## src/rtl/bram_frame_reader_pkg.sv

```systemverilog
// Shared constants for the sample-frame writer/reader pair.
// Frame layout (halfword indices), FIFO depth, reader FSM states.
package bram_frame_reader_pkg;

    localparam int FRAME_HW_DEFAULT = 40;

    localparam int HW_TS_S  = 0;
    localparam int HW_TS_NS = 2;
    localparam int HW_PCH   = 4;
    localparam int HW_TCH   = 20;
    localparam int HW_PT100 = 36;

    localparam int FIFO_DEPTH = 4;

    typedef enum logic [1:0] {
        ST_IDLE,
        ST_READ,
        ST_DRAIN
    } rd_state_e;

    function automatic logic [15:0] sat_inc16(input logic [15:0] v);
        return (v == 16'hFFFF) ? v : v + 16'd1;
    endfunction

endpackage

```

## src/rtl/bram_frame_reader_fifo.sv

```systemverilog
// hw_fifo: 4-entry 16-bit FIFO, one push and a two-entry pop per cycle.
// Ports: clk, rst (sync, high), push/wdata, pop2, rd0/rd1 (two oldest), count.
module hw_fifo (
    input  logic        clk,
    input  logic        rst,
    input  logic        push,
    input  logic [15:0] wdata,
    input  logic        pop2,
    output logic [15:0] rd0,
    output logic [15:0] rd1,
    output logic [2:0]  count
);

    logic [15:0] mem [0:3];
    logic [1:0]  wr_ptr;
    logic [1:0]  rd_ptr;

    assign rd0 = mem[rd_ptr];
    assign rd1 = mem[rd_ptr + 2'd1];

    always_ff @(posedge clk) begin
        if (push) begin
            mem[wr_ptr] <= wdata;
        end
    end

    always_ff @(posedge clk) begin
        if (rst) begin
            wr_ptr <= '0;
            rd_ptr <= '0;
            count  <= '0;
        end else begin
            if (push) begin
                wr_ptr <= wr_ptr + 2'd1;
            end
            if (pop2) begin
                rd_ptr <= rd_ptr + 2'd2;
            end
            count <= count + {2'b00, push} - (pop2 ? 3'd2 : 3'd0);
        end
    end

endmodule

```

## src/rtl/bram_frame_reader.sv

```systemverilog
// Reads one sample frame out of the frame BRAM on a frame_irq rising edge
// and streams it as FRAME_HW/2 32-bit AXI-Stream beats.
// Ports: aclk/areset (sync, high); frame_irq trigger; bram_addr/bram_en/
// bram_dout read port; m_axis_* stream; busy, frame_cnt, drop_cnt status.
import bram_frame_reader_pkg::*;

module bram_frame_reader #(
    parameter int FRAME_HW  = FRAME_HW_DEFAULT,
    parameter int BASE_ADDR = 0,
    parameter int ADDR_W    = 12
) (
    input  logic              aclk,
    input  logic              areset,
    input  logic              frame_irq,
    output logic [ADDR_W-1:0] bram_addr,
    output logic              bram_en,
    input  logic [15:0]       bram_dout,
    output logic [31:0]       m_axis_tdata,
    output logic              m_axis_tvalid,
    input  logic              m_axis_tready,
    output logic              m_axis_tlast,
    output logic              busy,
    output logic [15:0]       frame_cnt,
    output logic [15:0]       drop_cnt
);

    localparam logic [ADDR_W-1:0] BASE      = ADDR_W'(BASE_ADDR);
    localparam logic [ADDR_W-1:0] LAST_IDX  = ADDR_W'(FRAME_HW - 1);
    localparam logic [ADDR_W-1:0] LAST_BEAT = ADDR_W'(FRAME_HW / 2 - 1);

    rd_state_e         state;
    rd_state_e         state_nxt;
    logic              irq_q;
    logic              trig;
    logic              rd_valid;
    logic              issue;
    logic [ADDR_W-1:0] issue_idx;
    logic [ADDR_W-1:0] rd_idx;
    logic [ADDR_W-1:0] beat_idx;
    logic [2:0]        fifo_count;
    logic [15:0]       fifo_hw0;
    logic [15:0]       fifo_hw1;
    logic              out_free;
    logic              pop;
    logic              last_acc;
    logic [3:0]        pending;
    logic              room;

    assign trig     = frame_irq & ~irq_q;
    assign out_free = ~m_axis_tvalid | m_axis_tready;
    assign pop      = out_free & (fifo_count >= 3'd2);
    assign last_acc = m_axis_tvalid & m_axis_tready & m_axis_tlast;

    // Halfwords that will occupy the FIFO once every outstanding read has
    // landed: current entries, the word on bram_dout, the read in the BRAM,
    // less this cycle's pop. A new read is allowed only if it still fits.
    assign pending = {1'b0, fifo_count}
                   + {3'b000, rd_valid}
                   + {3'b000, bram_en}
                   - (pop ? 4'd2 : 4'd0);
    assign room    = pending < 4'(FIFO_DEPTH);

    hw_fifo u_fifo (
        .clk   (aclk),
        .rst   (areset),
        .push  (rd_valid),
        .wdata (bram_dout),
        .pop2  (pop),
        .rd0   (fifo_hw0),
        .rd1   (fifo_hw1),
        .count (fifo_count)
    );

    always_ff @(posedge aclk) begin
        if (areset) begin
            state <= ST_IDLE;
        end else begin
            state <= state_nxt;
        end
    end

    always_comb begin
        state_nxt = state;
        unique case (state)
            ST_IDLE:  if (trig) state_nxt = ST_READ;
            ST_READ:  if (issue && rd_idx == LAST_IDX) state_nxt = ST_DRAIN;
            ST_DRAIN: if (last_acc) state_nxt = ST_IDLE;
            default:  state_nxt = ST_IDLE;
        endcase
    end

    // Halfword 0 is read straight from IDLE so the pipeline starts on the
    // trigger edge itself.
    always_comb begin
        issue     = 1'b0;
        issue_idx = rd_idx;
        unique case (state)
            ST_IDLE: begin
                issue     = trig;
                issue_idx = '0;
            end
            ST_READ:  issue = room;
            ST_DRAIN: issue = 1'b0;
            default:  issue = 1'b0;
        endcase
    end

    always_ff @(posedge aclk) begin
        if (areset) begin
            irq_q         <= 1'b0;
            bram_en       <= 1'b0;
            bram_addr     <= '0;
            rd_valid      <= 1'b0;
            rd_idx        <= '0;
            beat_idx      <= '0;
            m_axis_tdata  <= '0;
            m_axis_tvalid <= 1'b0;
            m_axis_tlast  <= 1'b0;
            busy          <= 1'b0;
            frame_cnt     <= '0;
            drop_cnt      <= '0;
        end else begin
            irq_q    <= frame_irq;
            bram_en  <= issue;
            rd_valid <= bram_en;
            if (issue) begin
                bram_addr <= BASE + issue_idx;
                rd_idx    <= issue_idx + ADDR_W'(1);
            end
            if (state == ST_IDLE && trig) begin
                busy     <= 1'b1;
                beat_idx <= '0;
            end
            if (trig && state != ST_IDLE) begin
                drop_cnt <= sat_inc16(drop_cnt);
            end
            if (pop) begin
                m_axis_tdata  <= {fifo_hw0, fifo_hw1};
                m_axis_tvalid <= 1'b1;
                m_axis_tlast  <= (beat_idx == LAST_BEAT);
                beat_idx      <= beat_idx + ADDR_W'(1);
            end else if (m_axis_tvalid && m_axis_tready) begin
                m_axis_tvalid <= 1'b0;
                m_axis_tlast  <= 1'b0;
            end
            if (last_acc) begin
                busy      <= 1'b0;
                frame_cnt <= frame_cnt + 16'd1;
            end
        end
    end

endmodule

```

## config.mk

```make
export PLATFORM = sky130hd
export DESIGN_NAME = bram_frame_reader
export DESIGN_NICKNAME = d
export VERILOG_FILES = /design/src/rtl/bram_frame_reader_pkg.sv /design/src/rtl/bram_frame_reader_fifo.sv /design/src/rtl/bram_frame_reader.sv
export SDC_FILE = /design/constraint.sdc
export NUM_CORES = 1
export LEC_CHECK = 0
export ABC_AREA = 1
export CORE_UTILIZATION = 37
export CTS_CLUSTER_DIAMETER = 150
export CTS_CLUSTER_SIZE = 14
export DETAILED_ROUTE_END_ITERATION = 6
export GPL_TIMING_DRIVEN = 0
export PLACE_DENSITY_LB_ADDON = 0.3
export SLEW_MARGIN = 15
export SYNTH_ARGS = -nofsm -noshare
export SYNTH_HDL_FRONTEND = slang
export SYNTH_HIERARCHICAL = 1
export SYNTH_SLANG_ARGS = --single-unit
```

## constraint.sdc

```tcl
create_clock -name aclk -period 2.8 [get_ports aclk]
set_input_delay 0.28 -clock aclk [delete_from_list [all_inputs] [get_ports aclk]]
set_output_delay 0.28 -clock aclk [all_outputs]
set_load 0.01 [all_outputs]
```

Word-level counts from Yosys, hierarchy flattened
Memory sizes are Yosys's and may differ from the RTL's. A register that Yosys moved wholly into a read port is not among the register bits. Cells that the tools add are included.

Register bits: 83. Memory bits (writable): 64. Output and inout bits: 80. Word-level logic and storage cells: 72. Memories: 1.

Add/subtract/negate cells: 12. Order comparisons: 2. Eq/ne operators: 8. Multiplexer cells: 15. Bitwise logic cells: 8. Reductions and logical operators: 11.

Memories: u_fifo.mem (depth 4, width 16, read ports 2, clocked after Yosys merged registers in 2, write ports 1, RTL line bram_frame_reader_fifo.sv:14) `logic [15:0] mem [0:3];`.

Operator list (number): $mux 12 (3); $add 16x1->16 const B (2); $add 12x1->12 const B (2); $eq 16x16->1 const B (1); $eq 12x5->1 const B (1); $eq 12x6->1 const B (1); $mux 2 (5); $ne 2x2->1 const B (3); $pmux 2 s3 (1); $reduce_bool 2->1 (3); $mux 1 (5); $add 2x1->2 const B (2); $add 3x1->4 (1); $add 4x1->4 (1); $and 1x1->1 (4); $logic_and 1x1->1 (4); $lt 4x3->1 const B (1); $sub 4x2->4 (1); $add 3x1->3 (1); $ge 3x2->1 const B (1); $not 1->1 (3); $reduce_and 3->1 (1); $sub 3x3->3 (1); $add 2x2->2 const B (1); 7 further kinds (7).

Longest topological paths before layout
Gate-level depths: netlist (run 1).

Word-level depth: 10. Mapped depth: 18.

Hierarchy
Netlist (run 1), hierarchy kept.

Modules (own cells, without submodules): bram_frame_reader (times used 1, cells each 752, area each 5283.8 µm²); hw_fifo (times used 1, cells each 147, area each 2780.2 µm²).

Worst setup path before layout (run 1)
Ideal clock, no wire load.

Path kind: flip-flop to flip-flop. From: register m_axis_tvalid. To: register rd_idx[11]. Library setup time: 109 ps. Arrival time: 2208 ps. Data required time: 2691 ps. Setup slack: 484 ps. Cell stages (with the launch flop): 16. Buffers on the path: 2. Cells stage by stage: dfxtp_1 nand2_1 o21ai_2 clkbuf_1 ha_1 ha_1 or2_1 nand3_1 nand2_1 nand2_2 nand2_1 buf_4 nand2_2 nand2_1 nand2_1 inv_1.

Cells in the longest elaborated chain, start to end: 7.

RTL lines: from (decl) (RTL line bram_frame_reader.sv:19) `output logic m_axis_tvalid,`; from (signal assigned) (RTL line bram_frame_reader.sv:117) `m_axis_tvalid <= 1'b0;`; from (signal assigned) (RTL line bram_frame_reader.sv:139) `m_axis_tvalid <= 1'b1;`; from (signal assigned) (RTL line bram_frame_reader.sv:143) `m_axis_tvalid <= 1'b0;`; $not 1->1 (RTL line bram_frame_reader.sv:50) `assign out_free = ~m_axis_tvalid | m_axis_tready;`; $or 1x1->1 (RTL line bram_frame_reader.sv:50); $and 1x1->1 (RTL line bram_frame_reader.sv:51) `assign pop = out_free & (fifo_count >= 3'd2);`; $mux 2 (RTL line bram_frame_reader.sv:60) `- (pop ? 4'd2 : 4'd0);`; $sub 4x2->4 (RTL line bram_frame_reader.sv:60); $lt 4x3->1 (RTL line bram_frame_reader.sv:61) `assign room = pending < 4'(FIFO_DEPTH);`; $pmux 1 s2 (RTL line bram_frame_reader.sv:97) `unique case (state)`; to (signal assigned) (RTL line bram_frame_reader.sv:128) `rd_idx <= issue_idx + ADDR_W'(1);`; to (decl) (RTL line bram_frame_reader.sv:38) `logic [ADDR_W-1:0] rd_idx;`.

Every way passes these cells. A chain may end at the register's enable or synchronous reset.

Worst setup path after layout (run 1)
From: input m_axis_tready. To: register rd_idx[10].

Cells in the longest elaborated chain, start to end: 6.

RTL lines: from (decl) (RTL line bram_frame_reader.sv:20) `input logic m_axis_tready,`; $or 1x1->1 (RTL line bram_frame_reader.sv:50); $and 1x1->1 (RTL line bram_frame_reader.sv:51); $mux 2 (RTL line bram_frame_reader.sv:60); $sub 4x2->4 (RTL line bram_frame_reader.sv:60); $lt 4x3->1 (RTL line bram_frame_reader.sv:61); $pmux 1 s2 (RTL line bram_frame_reader.sv:97).

Every way passes these cells.

==> impl_metrics.env, run 1 <==
export IMPL_first_pass_iters=5
export IMPL_power_frac_clock_pct=29.3
export IMPL_diodes=0
export IMPL_min_period_ns=2.46
export IMPL_rows=53
export IMPL_tightest_slew_ns=0.783
export IMPL_yosys_area_share_simple_pct=23.6
export IMPL_synth_fa_ha_area_share_pct=2.17
export IMPL_post_place_ws_ns=-0.421
export IMPL_irDropWorstVdd_v=0.000509
export IMPL_setup_violations=0
export IMPL_yosysMostFrequentCell="nand2_1"
export IMPL_nets=1050
export IMPL_gp_congestion=0.860
export IMPL_grt_util_all_layers_pct=17.2
export IMPL_dp_hpwl_um=12800
export IMPL_ys_top_cells_by_count="nand2_1, nor2_1, dfxtp_1"
export IMPL_ys_top_cells_by_area="dfxtp_1, edfxtp_1, nand2_1"
export IMPL_avgSynthCellArea_um2=8.97
export IMPL_rsz0062_at_grt="no"
export IMPL_clk_pin_slew_ns=0.06
export IMPL_worst_r2r_cell_count=14
export IMPL_synth_top_cell_area_share_pct=28.5
export IMPL_cts_buffer_depth=2
export IMPL_grtUsageMet2_pct=27.8
export IMPL_status="finished, final reports clean"
export IMPL_synth_top_area_cell="dfxtp_1"
export IMPL_synth_edf_count=64
export IMPL_fin_skew_ns=0.0170
export IMPL_min_path_type="reg2reg"
export IMPL_synth_fp_nets=933
export IMPL_die_w_um=150
export IMPL_core_area_um2=21200
export IMPL_drt_initial_drc_count=362
export IMPL_cts_num_sinks=179
export IMPL_syn_to_final_growth_pct=24.0
export IMPL_io_buffer_count=99
export IMPL_hold_viol=0
export IMPL_cap_viol_max_count=0
export IMPL_drive_gt1_share_pct=13.1
export IMPL_crit_type="in2reg"
export IMPL_die_area_um2=22400
export IMPL_drc_errors=0
export IMPL_ys_seq_area_share_pct=52.4
export IMPL_numCtsBuffers=17
export IMPL_synth_top_family_by_area="simple AND/OR/NAND/NOR gates"
export IMPL_drv_slew=0
export IMPL_cts_tree="done"
export IMPL_yosys_warnings=6
export IMPL_post_cts_buffers=0
export IMPL_endpoint_kind="register"
export IMPL_r2r_start="m_axis_tvalid"
export IMPL_clockRootBuffer="clkbuf_16"
export IMPL_boundaryPins=100
export IMPL_grt_pass1_vias=5777
export IMPL_top_usage_layer="met2"
export IMPL_antenna_found_initial=0
export IMPL_wl_um=18200
export IMPL_clock_latency_ns=0.44
export IMPL_fin_crit_sh_pct=87.8
export IMPL_dp_cells=1273
export IMPL_synth_distinct_cells=48
export IMPL_synth_async_reset_ratio_pct=0
export IMPL_relSlewSlack_pct=47.8
export IMPL_die_y_um=150
export IMPL_powerDensity_nw_per_um2=824
export IMPL_fmax_mhz=407
export IMPL_p_leak_nw=3.77
export IMPL_pwr_share_seq_pct=39.6
export IMPL_grt_max_degree=19
export IMPL_worstPathArrival_ns=2.79
export IMPL_swShare_pct=33.3
export IMPL_hold_path_end="rd_valid"
export IMPL_synth_area_um2=8060
export IMPL_power_switching_mw=2.74
export IMPL_grt_first_pass_wirelength_um=29500
export IMPL_overflow=0
export IMPL_fin_cells=1304
export IMPL_ys_ff_latch=179
export IMPL_num_vias=6289
export IMPL_pwr_share_comb_pct=31.1
export IMPL_reg2reg_slack_ns=0.38
export IMPL_hold_depth=2
export IMPL_crit_required_ns=3.13
export IMPL_cts_max_level=4
export IMPL_gr_usage_met1_pct=22.5
export IMPL_wl_per_cell_um=14.0
export IMPL_synthCells=899
export IMPL_r2r_end="rd_idx[10]"
export IMPL_muxShareOfSynthArea_pct=5.35
export IMPL_fin_ws_ns=0.341
export IMPL_min_from="bram_en"
export IMPL_start_kind="input pin"
export IMPL_ant_nets=0
export IMPL_synth_xor_area_share_pct=1.63
export IMPL_start_util_pct=38.0
export IMPL_synth_flop_cell="dfxtp_1"
export IMPL_synth_compound_area_share_pct=7.73
export IMPL_via_per_inst=4.82
export IMPL_p_int_mw=5.49
export IMPL_cp_max_fo=16
export IMPL_cts_hold_buffers_added=0
export IMPL_use_met3_pct=4.12
layout by cell type (no fill, tap or decap), types with 3 or more instances in the layout:
cell type,instances
buf_2,10
nand2_1,153
clkbuf_16,17
nor2_1,152
o21a_1,4
nor2_4,4
mux2_4,19
nand4_1,13
o21ai_0,46
xor2_1,10
clkbuf_1,8
buf_6,5
xnor2_1,5
buf_1,3
inv_1,87
clkinv_1,3
edfxtp_1,64
mux2_2,13
a21oi_2,10
nor3_1,11
inv_2,4
dfxtp_1,115
nand2_2,10
nand3_1,51
clkdlybuf4s50_1,99
inv_6,4
nand3_2,12
nor2_2,7
a21oi_1,41
inv_8,5
ha_1,14
stage by stage:
step	hold slack, ns	util [%]	setup TNS [ns]	instance area (µm²)	total power, mW
6_report	0.440	47.1	0	10000	8.24
5_1_grt	0.474	47.1	0	10000	8.71
2_1_floorplan	0.347	-	0	8060	4.95
3_3_place_gp	0.432	44.3	-7.92	9400	5.86
3_5_place_dp	0.434	44.3	-8.65	9400	5.89
4_1_cts	0.445	47.1	0	10000	8.32
metal layers:
metal  vias up  routed length, µm
met5         -                  0
met4         0                267
met3        19                993
met2       151               8450
met1      2922               8520
li1       3197                  -
sequential cells by signal, summed over array words and instances, names as in the netlist, named ones only:
register	flops
m_axis_tdata	32
m_axis_tvalid	1
rd_valid	1
beat_idx	12
rd_idx	12
bram_addr	12
busy	1
bram_en	1
u_fifo/mem	64
u_fifo/wr_ptr	2
state	2
m_axis_tlast	1
drop_cnt	16
u_fifo/count	3
frame_cnt	16
u_fifo/rd_ptr	1
irq_q	1
worst max-delay path: stages:
cell and delay [ns]:
clkdlybuf4s50_1 0.59, inv_1 0.06, nand2_1 0.13, o21ai_4 0.17, ha_1 0.23, ha_1 0.32, or2_1 0.25, nand3_1 0.08
nand2_1 0.08, nand2_2 0.08, nand2_1 0.07, buf_4 0.18, nand2_2 0.11, nand2_1 0.07, nand2_1 0.06, inv_1 0.03
power groups by stage:
stage / logic (mW) / registers, mW / clock network, mW
6_report: 2.56 / 3.26 / 2.42
5_1_grt: 2.83 / 3.30 / 2.58
4_1_cts: 2.60 / 3.25 / 2.46
3_5_place_dp: 2.58 / 3.31 / 0
3_3_place_gp: 2.55 / 3.31 / 0
2_1_floorplan: 1.59 / 3.36 / 0
cells by family (layout without fill, tap and decap cells):
logic type | Yosys count | in the layout
flops | 179 | 179
buf+inv | 125 | 255
mux | 32 | 32
fa+ha+maj | 14 | 14
xor+xnor | 15 | 15
compound gates | 111 | 111
simple gates | 423 | 423
timing repair:
item	CTS	global route
gates cloned	0	0
gates resized for setup	1	1
setup endpoints to repair	12	13
worst max path at each step:
stage	start	end	slack [ns]	cells after the start
CTS	m_axis_tvalid	rd_idx[10]	0.14	15
finish	m_axis_tready	rd_idx[10]	0.34	16
floorplan	m_axis_tvalid	rd_idx[11]	0.48	15
detailed placement	m_axis_tready	rd_idx[11]	-0.42	17
global placement	m_axis_tready	rd_idx[11]	-0.40	17
global route	m_axis_tready	rd_idx[11]	0.13	18
layout make-up:
cell class / instances / area, µm²
Fill cell: 2040 / 11200
Buffer: 31 / 225
Clock buffer: 18 / 439
Multi-Input combinational cell: 595 / 3270
Sequential cell: 179 / 4220
Timing Repair Buffer: 99 / 991
Inverter: 93 / 349
Clock inverter: 14 / 158
Tap cell: 275 / 344
Power figures use the tool's default switching activity.
==> inputs of run 2 (changes only) <==
--- a/config.mk
+++ b/config.mk
@@ -12,6 +12,7 @@
 export DETAILED_ROUTE_END_ITERATION = 6
 export GPL_TIMING_DRIVEN = 0
 export PLACE_DENSITY_LB_ADDON = 0.3
+export REMOVE_ABC_BUFFERS = 1
 export SLEW_MARGIN = 15
 export SYNTH_ARGS = -nofsm -noshare
 export SYNTH_HDL_FRONTEND = slang
==> constraint.sdc (replaced) <==
create_clock -name aclk -period 2.6 [get_ports aclk]
set_input_delay 0.26 -clock aclk [delete_from_list [all_inputs] [get_ports aclk]]
set_output_delay 0.26 -clock aclk [all_outputs]
set_load 0.01 [all_outputs]
==> impl_metrics.env, run 2 (synthesized netlist as in run 1, its figures left out) <==
export IMPL_status="finished, final reports clean"
export IMPL_start_util_pct=38.0
export IMPL_drt_initial_drc_count=265
export IMPL_grt_max_degree=46
export IMPL_boundaryPins=100
export IMPL_num_fill_cells=2057
export IMPL_die_w_um=150
export IMPL_num_vias=6045
export IMPL_crit_type="in2reg"
export IMPL_numCtsBuffers=17
export IMPL_nets=1024
export IMPL_wl_per_cell_um=13.3
export IMPL_wl_um=16900
export IMPL_setup_violations=0
export IMPL_rows=53
export IMPL_cts_buffer_depth=2
export IMPL_dp_hpwl_um=11000
export IMPL_p_leak_nw=3.68
export IMPL_hold_depth=2
export IMPL_first_pass_iters=4
export IMPL_gp_congestion=0.799
export IMPL_grt_pass1_vias=5571
export IMPL_fin_cells=1278
export IMPL_clockRootBuffer="clkbuf_16"
export IMPL_irDropWorstVdd_v=0.000468
export IMPL_fin_crit_sh_pct=92.2
export IMPL_cts_max_level=4
export IMPL_drive_gt1_share_pct=12.7
export IMPL_top_regs="u_fifo/mem: 64 flops, m_axis_tdata: 32 flops"
export IMPL_tns_ns=0
export IMPL_post_place_ws_ns=-0.979
export IMPL_ant_nets=0
export IMPL_worstPathArrival_ns=2.72
export IMPL_tightest_slew_ns=1.06
export IMPL_fmax_mhz=417
export IMPL_hold_viol=0
export IMPL_rsz0062_at_grt="no"
export IMPL_cts_hold_buffers_added=0
export IMPL_ff_latch_area_um2=4230
export IMPL_cap_viol_max_count=0
export IMPL_drv_slew=0
export IMPL_min_period_ns=2.40
export IMPL_die_area_um2=22400
export IMPL_io_buffer_count=99
export IMPL_largest_reg_flops=64
export IMPL_crit_family="simple AND/OR/NAND/NOR gates"
export IMPL_die_y_um=150
export IMPL_cpPeakStageDelay_ns=0.54
export IMPL_relSlewSlack_pct=29.5
export IMPL_clock_latency_ns=0.43
export IMPL_cp_max_fo=20
export IMPL_antenna_found_initial=0
export IMPL_via_per_inst=4.73
export IMPL_core_area_um2=21200
export IMPL_clk_pin_slew_ns=0.06
export IMPL_diodes=0
export IMPL_multi_input_area_um2=3320
export IMPL_fin_ws_ns=0.203
export IMPL_path_depth=14
export IMPL_overflow=0
export IMPL_fin_skew_ns=0.00799
export IMPL_grt_util_all_layers_pct=15.9
export IMPL_slowest_stage="clkdlybuf4s50_1"
export IMPL_grt_first_pass_wirelength_um=27600
export IMPL_min_path_type="in2reg"
export IMPL_start_kind="input pin"
export IMPL_crit_chain="clkdlybuf4s50_1, inv_1, nand2_2, o21ai_4, ha_1, ha_1, a21oi_1, nand3_1, nand2_2, nand2_8, nand2_8, inv_1, nor2_1, nor2_1"
export IMPL_dp_cells=1244
export IMPL_critical_path_buf_inv_count=3
export IMPL_worst_r2r_cell_count=11
export IMPL_holdWs_ns=0.284
export IMPL_syn_to_final_growth_pct=22.5
export IMPL_powerDensity_nw_per_um2=884
export IMPL_cts_tree="done"
export IMPL_crit_required_ns=2.92
export IMPL_drc_errors=0
export IMPL_cts_num_sinks=179
export IMPL_layout_common_cells="nor2_1, nand2_1, dfxtp_1"
export IMPL_endpoint_kind="register"
export IMPL_regMostFlops="u_fifo/mem"
## run 2: cell types whose count changed in the layout (fill, tap and decap cells not counted), moves of 2 or more
cell,previous run,this run
nor2_2,7,9
nor2_1,152,150
nand2_8,0,2
buf_6,5,0
inv_8,5,2
clkinv_2,0,2
buf_1,3,0
buf_2,10,1
buf_8,2,0
nand2_1,153,150
clkbuf_1,8,2
clkinv_1,3,1
## run 2: layout make-up
| class | count | area share (%) |
|---|---|---|
| Sequential cell | 179 | 42.8 |
| Clock inverter | 11 | 1.19 |
| Tap cell | 275 | 3.48 |
| Inverter | 93 | 3.57 |
| Multi-Input combinational cell | 596 | 33.6 |
| Clock buffer | 21 | 4.66 |
| Timing Repair Buffer | 103 | 10.7 |
## run 2: path summary, 6_finish.rpt
path | from | end | slack (ns)
max | m_axis_tready | rd_idx[9] | 0.20
min | areset | u_fifo/count[1] | 0.28
max reg2reg | u_fifo/count[2] | rd_idx[9] | 0.22
min reg2reg | frame_cnt[6] | frame_cnt[6] | 0.46
## run 2: power by group
group          internal (mW)  switching [mW]  leakage (nW)
Sequential              3.26           0.396          1.52
Clock                   1.40            1.13         0.283
Combinational           1.19            1.35          1.88
Total                   5.86            2.88          3.68
## run 2: worst register-to-register path, stage by stage (launching register included)
cell,delay [ns]
dfxtp_1,0.54
o21ai_4,0.14
ha_1,0.20
ha_1,0.32
a21oi_1,0.19
nand3_1,0.11
nand2_2,0.15
nand2_8,0.16
nand2_8,0.14
inv_1,0.15
nor2_1,0.13
nor2_1,0.04
## run 2: metrics by stage
stage | power (mW) | utilization, % | cell area [µm²]
finish | 8.73 | 46.6 | 9880
detailed placement | 6.21 | 43.5 | 9240
floorplan | 5.11 | - | 7840
global placement | 6.09 | 43.2 | 9170
global route | 9.29 | 46.6 | 9880
CTS | 8.83 | 46.5 | 9860
## run 2: what timing repair did
action                                  CTS  global route
pin swaps                                 1             0
setup buffers                             1             0
endpoints found under the setup margin   31             7
cloned                                    1             0
gates resized for setup                   7             4
## run 2: per-layer routing
| layer | share of wire [%] | wire length [µm] | vias up | global-route usage (%) |
|---|---|---|---|---|
| met5 | 0 | 0 | - | 0 |
| met4 | 1.4 | 231 | 0 | 6.38 |
| met3 | 3.1 | 527 | 15 | 2.80 |
| met2 | 48 | 8090 | 94 | 26.4 |
| met1 | 48 | 8100 | 2810 | 20.3 |
| li1 | - | - | 3126 | - |
